## config.mk

```make
export PLATFORM = sky130hd
export DESIGN_NAME = vga_sync_gen_flat
export DESIGN_NICKNAME = d
export VERILOG_FILES = /design/src/rtl/vga_sync_gen_if.sv /design/src/rtl/vga_sync_gen.sv /design/src/flat_wrapper.sv
export SDC_FILE = /design/constraint.sdc
export NUM_CORES = 1
export LEC_CHECK = 0
export BUFFER_PORTS_ARGS = -buffer_cell sky130_fd_sc_hd__buf_2
export CAP_MARGIN = 25
export CORE_ASPECT_RATIO = 0.6
export CORE_MARGIN = 3
export CORE_UTILIZATION = 43
export CTS_BUF_LIST = sky130_fd_sc_hd__clkbuf_4 sky130_fd_sc_hd__clkbuf_8 sky130_fd_sc_hd__clkbuf_16
export DETAILED_ROUTE_END_ITERATION = 16
export PLACE_DENSITY = 0.64
export SLEW_MARGIN = 30
export SYNTH_ARGS = -nofsm -noshare
export SYNTH_HDL_FRONTEND = slang
export SYNTH_SLANG_ARGS = --single-unit
```

## constraint.sdc

```tcl
create_clock -name clk -period 6.5 [get_ports clk]
set_input_delay 1.3 -clock clk [delete_from_list [all_inputs] [get_ports clk]]
set_output_delay 1.3 -clock clk [all_outputs]
set_load 0.02 [all_outputs]
```

## src/rtl/vga_sync_gen_if.sv

```systemverilog
// Scan-timing bundle from the VGA sync generator to the renderer and the
// monitor connector.
interface vga_sync_gen_if;
    logic       p_tick;
    logic [9:0] x;
    logic [9:0] y;
    logic       video_on;
    logic       hsync;
    logic       vsync;
    logic       frame_tick;

    modport master (output p_tick, x, y, video_on, hsync, vsync, frame_tick);
    modport slave  (input  p_tick, x, y, video_on, hsync, vsync, frame_tick);
endinterface

```

## src/rtl/vga_sync_gen.sv

```systemverilog
// Free-running 640x480@60 VGA timing: pixel-enable divider, x/y scan counters,
// registered video_on/hsync/vsync and a one-clock frame_tick.
module vga_sync_gen #(
    parameter int H_DISPLAY = 640,
    parameter int H_FRONT   = 16,
    parameter int H_SYNC    = 96,
    parameter int H_BACK    = 48,
    parameter int V_DISPLAY = 480,
    parameter int V_FRONT   = 10,
    parameter int V_SYNC    = 2,
    parameter int V_BACK    = 33,
    parameter int CLK_DIV   = 4
) (
    input  logic            clk,
    input  logic            reset,
    vga_sync_gen_if.master  vga
);
    localparam int H_TOTAL = H_DISPLAY + H_FRONT + H_SYNC + H_BACK;
    localparam int V_TOTAL = V_DISPLAY + V_FRONT + V_SYNC + V_BACK;
    localparam int DW      = $clog2(CLK_DIV);

    localparam logic [DW-1:0] DIV_LAST = DW'(CLK_DIV - 1);
    localparam logic [9:0] X_LAST   = 10'(H_TOTAL - 1);
    localparam logic [9:0] Y_LAST   = 10'(V_TOTAL - 1);
    localparam logic [9:0] H_VIS    = 10'(H_DISPLAY);
    localparam logic [9:0] V_VIS    = 10'(V_DISPLAY);
    localparam logic [9:0] HS_FIRST = 10'(H_DISPLAY + H_FRONT);
    localparam logic [9:0] HS_LAST  = 10'(H_DISPLAY + H_FRONT + H_SYNC - 1);
    localparam logic [9:0] VS_FIRST = 10'(V_DISPLAY + V_FRONT);
    localparam logic [9:0] VS_LAST  = 10'(V_DISPLAY + V_FRONT + V_SYNC - 1);

    logic [DW-1:0] div;
    logic [9:0]    x_nxt, y_nxt;
    logic          x_wrap, y_wrap;

    always_comb begin
        x_wrap = (vga.x == X_LAST);
        y_wrap = (vga.y == Y_LAST);
        x_nxt  = vga.x;
        y_nxt  = vga.y;
        if (vga.p_tick) begin
            x_nxt = x_wrap ? 10'd0 : vga.x + 10'd1;
            if (x_wrap)
                y_nxt = y_wrap ? 10'd0 : vga.y + 10'd1;
        end
    end

    // Decodes use the next x/y so the registered flags line up with the
    // coordinates presented in the same cycle.
    always_ff @(posedge clk or negedge reset) begin
        if (!reset) begin
            div            <= '0;
            vga.p_tick     <= 1'b0;
            vga.x          <= '0;
            vga.y          <= '0;
            vga.video_on   <= 1'b1;
            vga.hsync      <= 1'b1;
            vga.vsync      <= 1'b1;
            vga.frame_tick <= 1'b0;
        end else begin
            div            <= (div == DIV_LAST) ? '0 : div + 1'b1;
            vga.p_tick     <= (div == DIV_LAST);
            vga.x          <= x_nxt;
            vga.y          <= y_nxt;
            vga.video_on   <= (x_nxt < H_VIS) && (y_nxt < V_VIS);
            vga.hsync      <= !((x_nxt >= HS_FIRST) && (x_nxt <= HS_LAST));
            vga.vsync      <= !((y_nxt >= VS_FIRST) && (y_nxt <= VS_LAST));
            vga.frame_tick <= vga.p_tick && x_wrap && y_wrap;
        end
    end
endmodule

```

## src/flat_wrapper.sv

```systemverilog
// flat-port wrapper written by rule: the top's interface ports become plain ports
module vga_sync_gen_flat 
#(
    parameter int H_DISPLAY = 640,
    parameter int H_FRONT   = 16,
    parameter int H_SYNC    = 96,
    parameter int H_BACK    = 48,
    parameter int V_DISPLAY = 480,
    parameter int V_FRONT   = 10,
    parameter int V_SYNC    = 2,
    parameter int V_BACK    = 33,
    parameter int CLK_DIV   = 4
)
  (clk, reset, vga_p_tick, vga_x, vga_y, vga_video_on, vga_hsync, vga_vsync, vga_frame_tick);
  vga_sync_gen_if vga_i ();
  input  logic clk;
  input  logic reset;
  output wire logic [$bits(vga_i.p_tick)-1:0] vga_p_tick;
  output wire logic [$bits(vga_i.x)-1:0] vga_x;
  output wire logic [$bits(vga_i.y)-1:0] vga_y;
  output wire logic [$bits(vga_i.video_on)-1:0] vga_video_on;
  output wire logic [$bits(vga_i.hsync)-1:0] vga_hsync;
  output wire logic [$bits(vga_i.vsync)-1:0] vga_vsync;
  output wire logic [$bits(vga_i.frame_tick)-1:0] vga_frame_tick;
  assign vga_p_tick = vga_i.p_tick;
  assign vga_x = vga_i.x;
  assign vga_y = vga_i.y;
  assign vga_video_on = vga_i.video_on;
  assign vga_hsync = vga_i.hsync;
  assign vga_vsync = vga_i.vsync;
  assign vga_frame_tick = vga_i.frame_tick;
  vga_sync_gen #(.H_DISPLAY(H_DISPLAY), .H_FRONT(H_FRONT), .H_SYNC(H_SYNC), .H_BACK(H_BACK), .V_DISPLAY(V_DISPLAY), .V_FRONT(V_FRONT), .V_SYNC(V_SYNC), .V_BACK(V_BACK), .CLK_DIV(CLK_DIV)) u_core (.clk(clk), .reset(reset), .vga(vga_i));
endmodule
```

==> results.sh <==
export IMPL_cts_buffers=3
export IMPL_grt_start_max_net_pins=28
export IMPL_synth_common_cells="dfrtp_1 (24), nand2_1 (17), nand3_1 (12)"
export IMPL_setup_tns_ps=0
export IMPL_synthCells=151
export IMPL_num_io_pins=27
export IMPL_nNetsFinal=182
export IMPL_slew_viol_final=0
export IMPL_antenna_cells=0
export IMPL_hold_slack_ps=434
export IMPL_p_leak_nw=0.779
export IMPL_cts_resized=0
export IMPL_row_count=15
export IMPL_wl_mm=3.26
export IMPL_final_cell_area_sq_um=1660
export IMPL_io_buffers=26
export IMPL_clk_pin_slew_worst_paths_ps=90
export IMPL_grt_pass1_wl_mm=5.58
export IMPL_synth_edff_count=0
export IMPL_grt_pass1_vias=1135
export IMPL_ys_ff_latch=27
export IMPL_use_met2_pct=24.8
export IMPL_maxCapViolCount=0
export IMPL_rsz0062_at_grt="no"
export IMPL_dp_hpwl_mm=2.42
export IMPL_p_per_area_nw_per_um2=162
export IMPL_area_delta_synth_final_pct=14.2
export IMPL_first_pass_iters=4
export IMPL_clk_latency_ps=270
export IMPL_start_util_pct=47.8
export IMPL_syn_area_per_cell_sq_um=9.62
export IMPL_design_core_area_sq_um=3040
export IMPL_cpPeakStageDelay_ps=600
export IMPL_grtUsageTotal_pct=17.7
export IMPL_htree_num_levels=1
export IMPL_worst_clock_skew_ps=7.91
export IMPL_crit_required_ps=6690
export IMPL_status="completed"
export IMPL_cts_tree="yes"
export IMPL_die_w_um=81.0
export IMPL_yosysSeqAreaShare_pct=46.8
export IMPL_groute_layer_met3_usage_pct=5.28
export IMPL_ys_types=41
export IMPL_fin_crit_ps=2510
export IMPL_ctsHoldBuffers=0
export IMPL_yosysMostFrequentCell="dfrtp_1"
export IMPL_syn_area_sq_um=1450
export IMPL_synthTopCellsByArea="dfrtp_1 (41%), dfstp_2 (5.4%), nand2_1 (4.4%), nand3_1 (4.1%), ha_1 (3.4%)"
export IMPL_cts_sinks=27
export IMPL_final_util_pct=54.6
export IMPL_drt_iter0_markers=89
export IMPL_die_y_um=51.0
export IMPL_setup_viol_count_final=0
export IMPL_cp_end_kind="flop"
export IMPL_routedWlPerCell_um=15.0
export IMPL_vias=1226
export IMPL_hold_violations=0
export IMPL_clock_path_buffers=2
export IMPL_crit_buf_inv=0
export IMPL_busiest_layer="met1"
export IMPL_cts_root_buffer="clkbuf_8"
export IMPL_viasPerCell=5.65
export IMPL_startpoint_type="flop"
export IMPL_post_cts_repair_setup_buffers=0
export IMPL_period_share_pct=38.6
export IMPL_placed_area_sq_um=1600
export IMPL_ant_nets=0
export IMPL_hold_class="reg2reg"
export IMPL_cp_slowest_cell="or4_4"
export IMPL_cp_top_family="simple AND/OR/NAND/NOR gates"
export IMPL_maxSlewHeadroom_pct=46.0
export IMPL_async_flop_share_pct=100
export IMPL_ys_warn_count=0
export IMPL_tightest_slew_ps=803
export IMPL_grt_overflow=0
export IMPL_drcViolationCount=0
export IMPL_yosysTopAreaCell="dfrtp_1"
export IMPL_ys_flop_type="dfrtp_1"
export IMPL_synth_top_cell_area_share_pct=41.3
export IMPL_path_class="reg2reg"
export IMPL_fmax_mhz=399
export IMPL_drive_gt1_share_pct=22.9
export IMPL_antenna_found_initial=0
export IMPL_gp_congestion=0.840
export IMPL_dieArea_sq_um=4130
export IMPL_critPathMaxFanout=11
export IMPL_gr_usage_met1_pct=26.9
export IMPL_cp_cell_sequence="or3_4, or4_4, o41ai_1, a22oi_1, a211oi_1"
export IMPL_syn_num_nets=157
export IMPL_worstPathArrival_ps=2700
export IMPL_peakVddDrop_uv=110
==> worst reg2reg max path, delay by kind of cell, from the launching register on <==
family           cells  cell delay, ps
AO/OA/AOI/OAI        3             930
flip-flops           1             470
AND/OR/NAND/NOR      2            1040
==> power breakdown <==
group          internal (mW)  switching, mW  leakage [nW]
registers              0.168              0         0.353
clock network         0.0480         0.0489        0.0262
logic               0.000215        0.00314         0.401
total                  0.216         0.0521         0.779
==> sequential cells by signal (all words and copies together) (netlist names) <==
name                   count
u_core.vga.video_on        1
u_core.vga.vsync           1
u_core.vga.p_tick          1
u_core.div                 2
u_core.vga.frame_tick      1
u_core.vga.y              10
u_core.vga.x              10
u_core.vga.hsync           1
==> routing by layer <==
metal	wire [um]	share of wire (%)
met1	1520	47
met2	1400	43
met3	322	9.9
met4	15	0.46
met5	0	0
==> through the flow <==
step           power (mW)  instances  setup slack, ps
2_1_floorplan       0.171        151             4110
3_3_place_gp        0.175        213             4090
3_5_place_dp        0.175        213             4040
4_1_cts             0.274        217             4020
5_1_grt             0.280        217             3830
6_report            0.268        217             3990
==> kinds of logic (layout without fill, tap and decap cells) <==
logic type,count (synthesis),in the layout,share of synthesized area (%)
AND/OR/NAND/NOR,69,69,26.3
flip-flops,27,27,46.8
AO/OA/AOI/OAI,24,24,11.6
buffers and inverters,16,40,4.74
XOR/XNOR,7,7,4.22
adder cells (fa/ha/maj),4,4,3.45
multiplexers,4,4,2.93
==> cells in the final DEF, fill, tap and decap left out, types with 2 or more instances in the layout <==
master and n:
nand2_1 17, and2_1 2, or3_1 3, o21ai_0 7
nor4_1 4, nor2_1 7, nor3_1 4, buf_2 26
inv_1 10, xnor2_1 3, and3_1 3, mux2i_1 2
o31ai_1 2, a22o_1 3, dfrtp_1 24, nand3_1 12
dfstp_2 3, xor2_1 4, nand4_1 6, or4_1 2
clkbuf_8 3, a21oi_1 3, mux2_2 2, nand4b_1 3
ha_1 4
==> area by class of cell <==
class / instances / area [sq um]
sequential: 27 / 679
fill: 285 / 1380
timing repair buffer: 26 / 130
inverter: 10 / 37.5
tap: 42 / 52.6
clock buffer: 4 / 48.8
multi-input combinational: 108 / 711
==> final timing paths <==
kind                                                 from                            end  slack [ps]  depth (start not counted)
worst max-delay path            u_core.vga.x[5]$_DFF_PN0_  u_core.vga.video_on$_DFF_PN1_        3990                          5
worst min-delay path              u_core.div[0]$_DFF_PN0_        u_core.div[0]$_DFF_PN0_         430                          1
worst max register to register  u_core.vga.x[5]$_DFF_PN0_  u_core.vga.video_on$_DFF_PN1_        3990                          5
worst min register to register    u_core.div[0]$_DFF_PN0_        u_core.div[0]$_DFF_PN0_         430                          1
max in group asynchronous                           reset      u_core.vga.x[4]$_DFF_PN0_        5070                          1
min in group asynchronous                           reset      u_core.vga.y[8]$_DFF_PN0_        1030                          1
No activity file was read; power rests on OpenSTA's default activity.
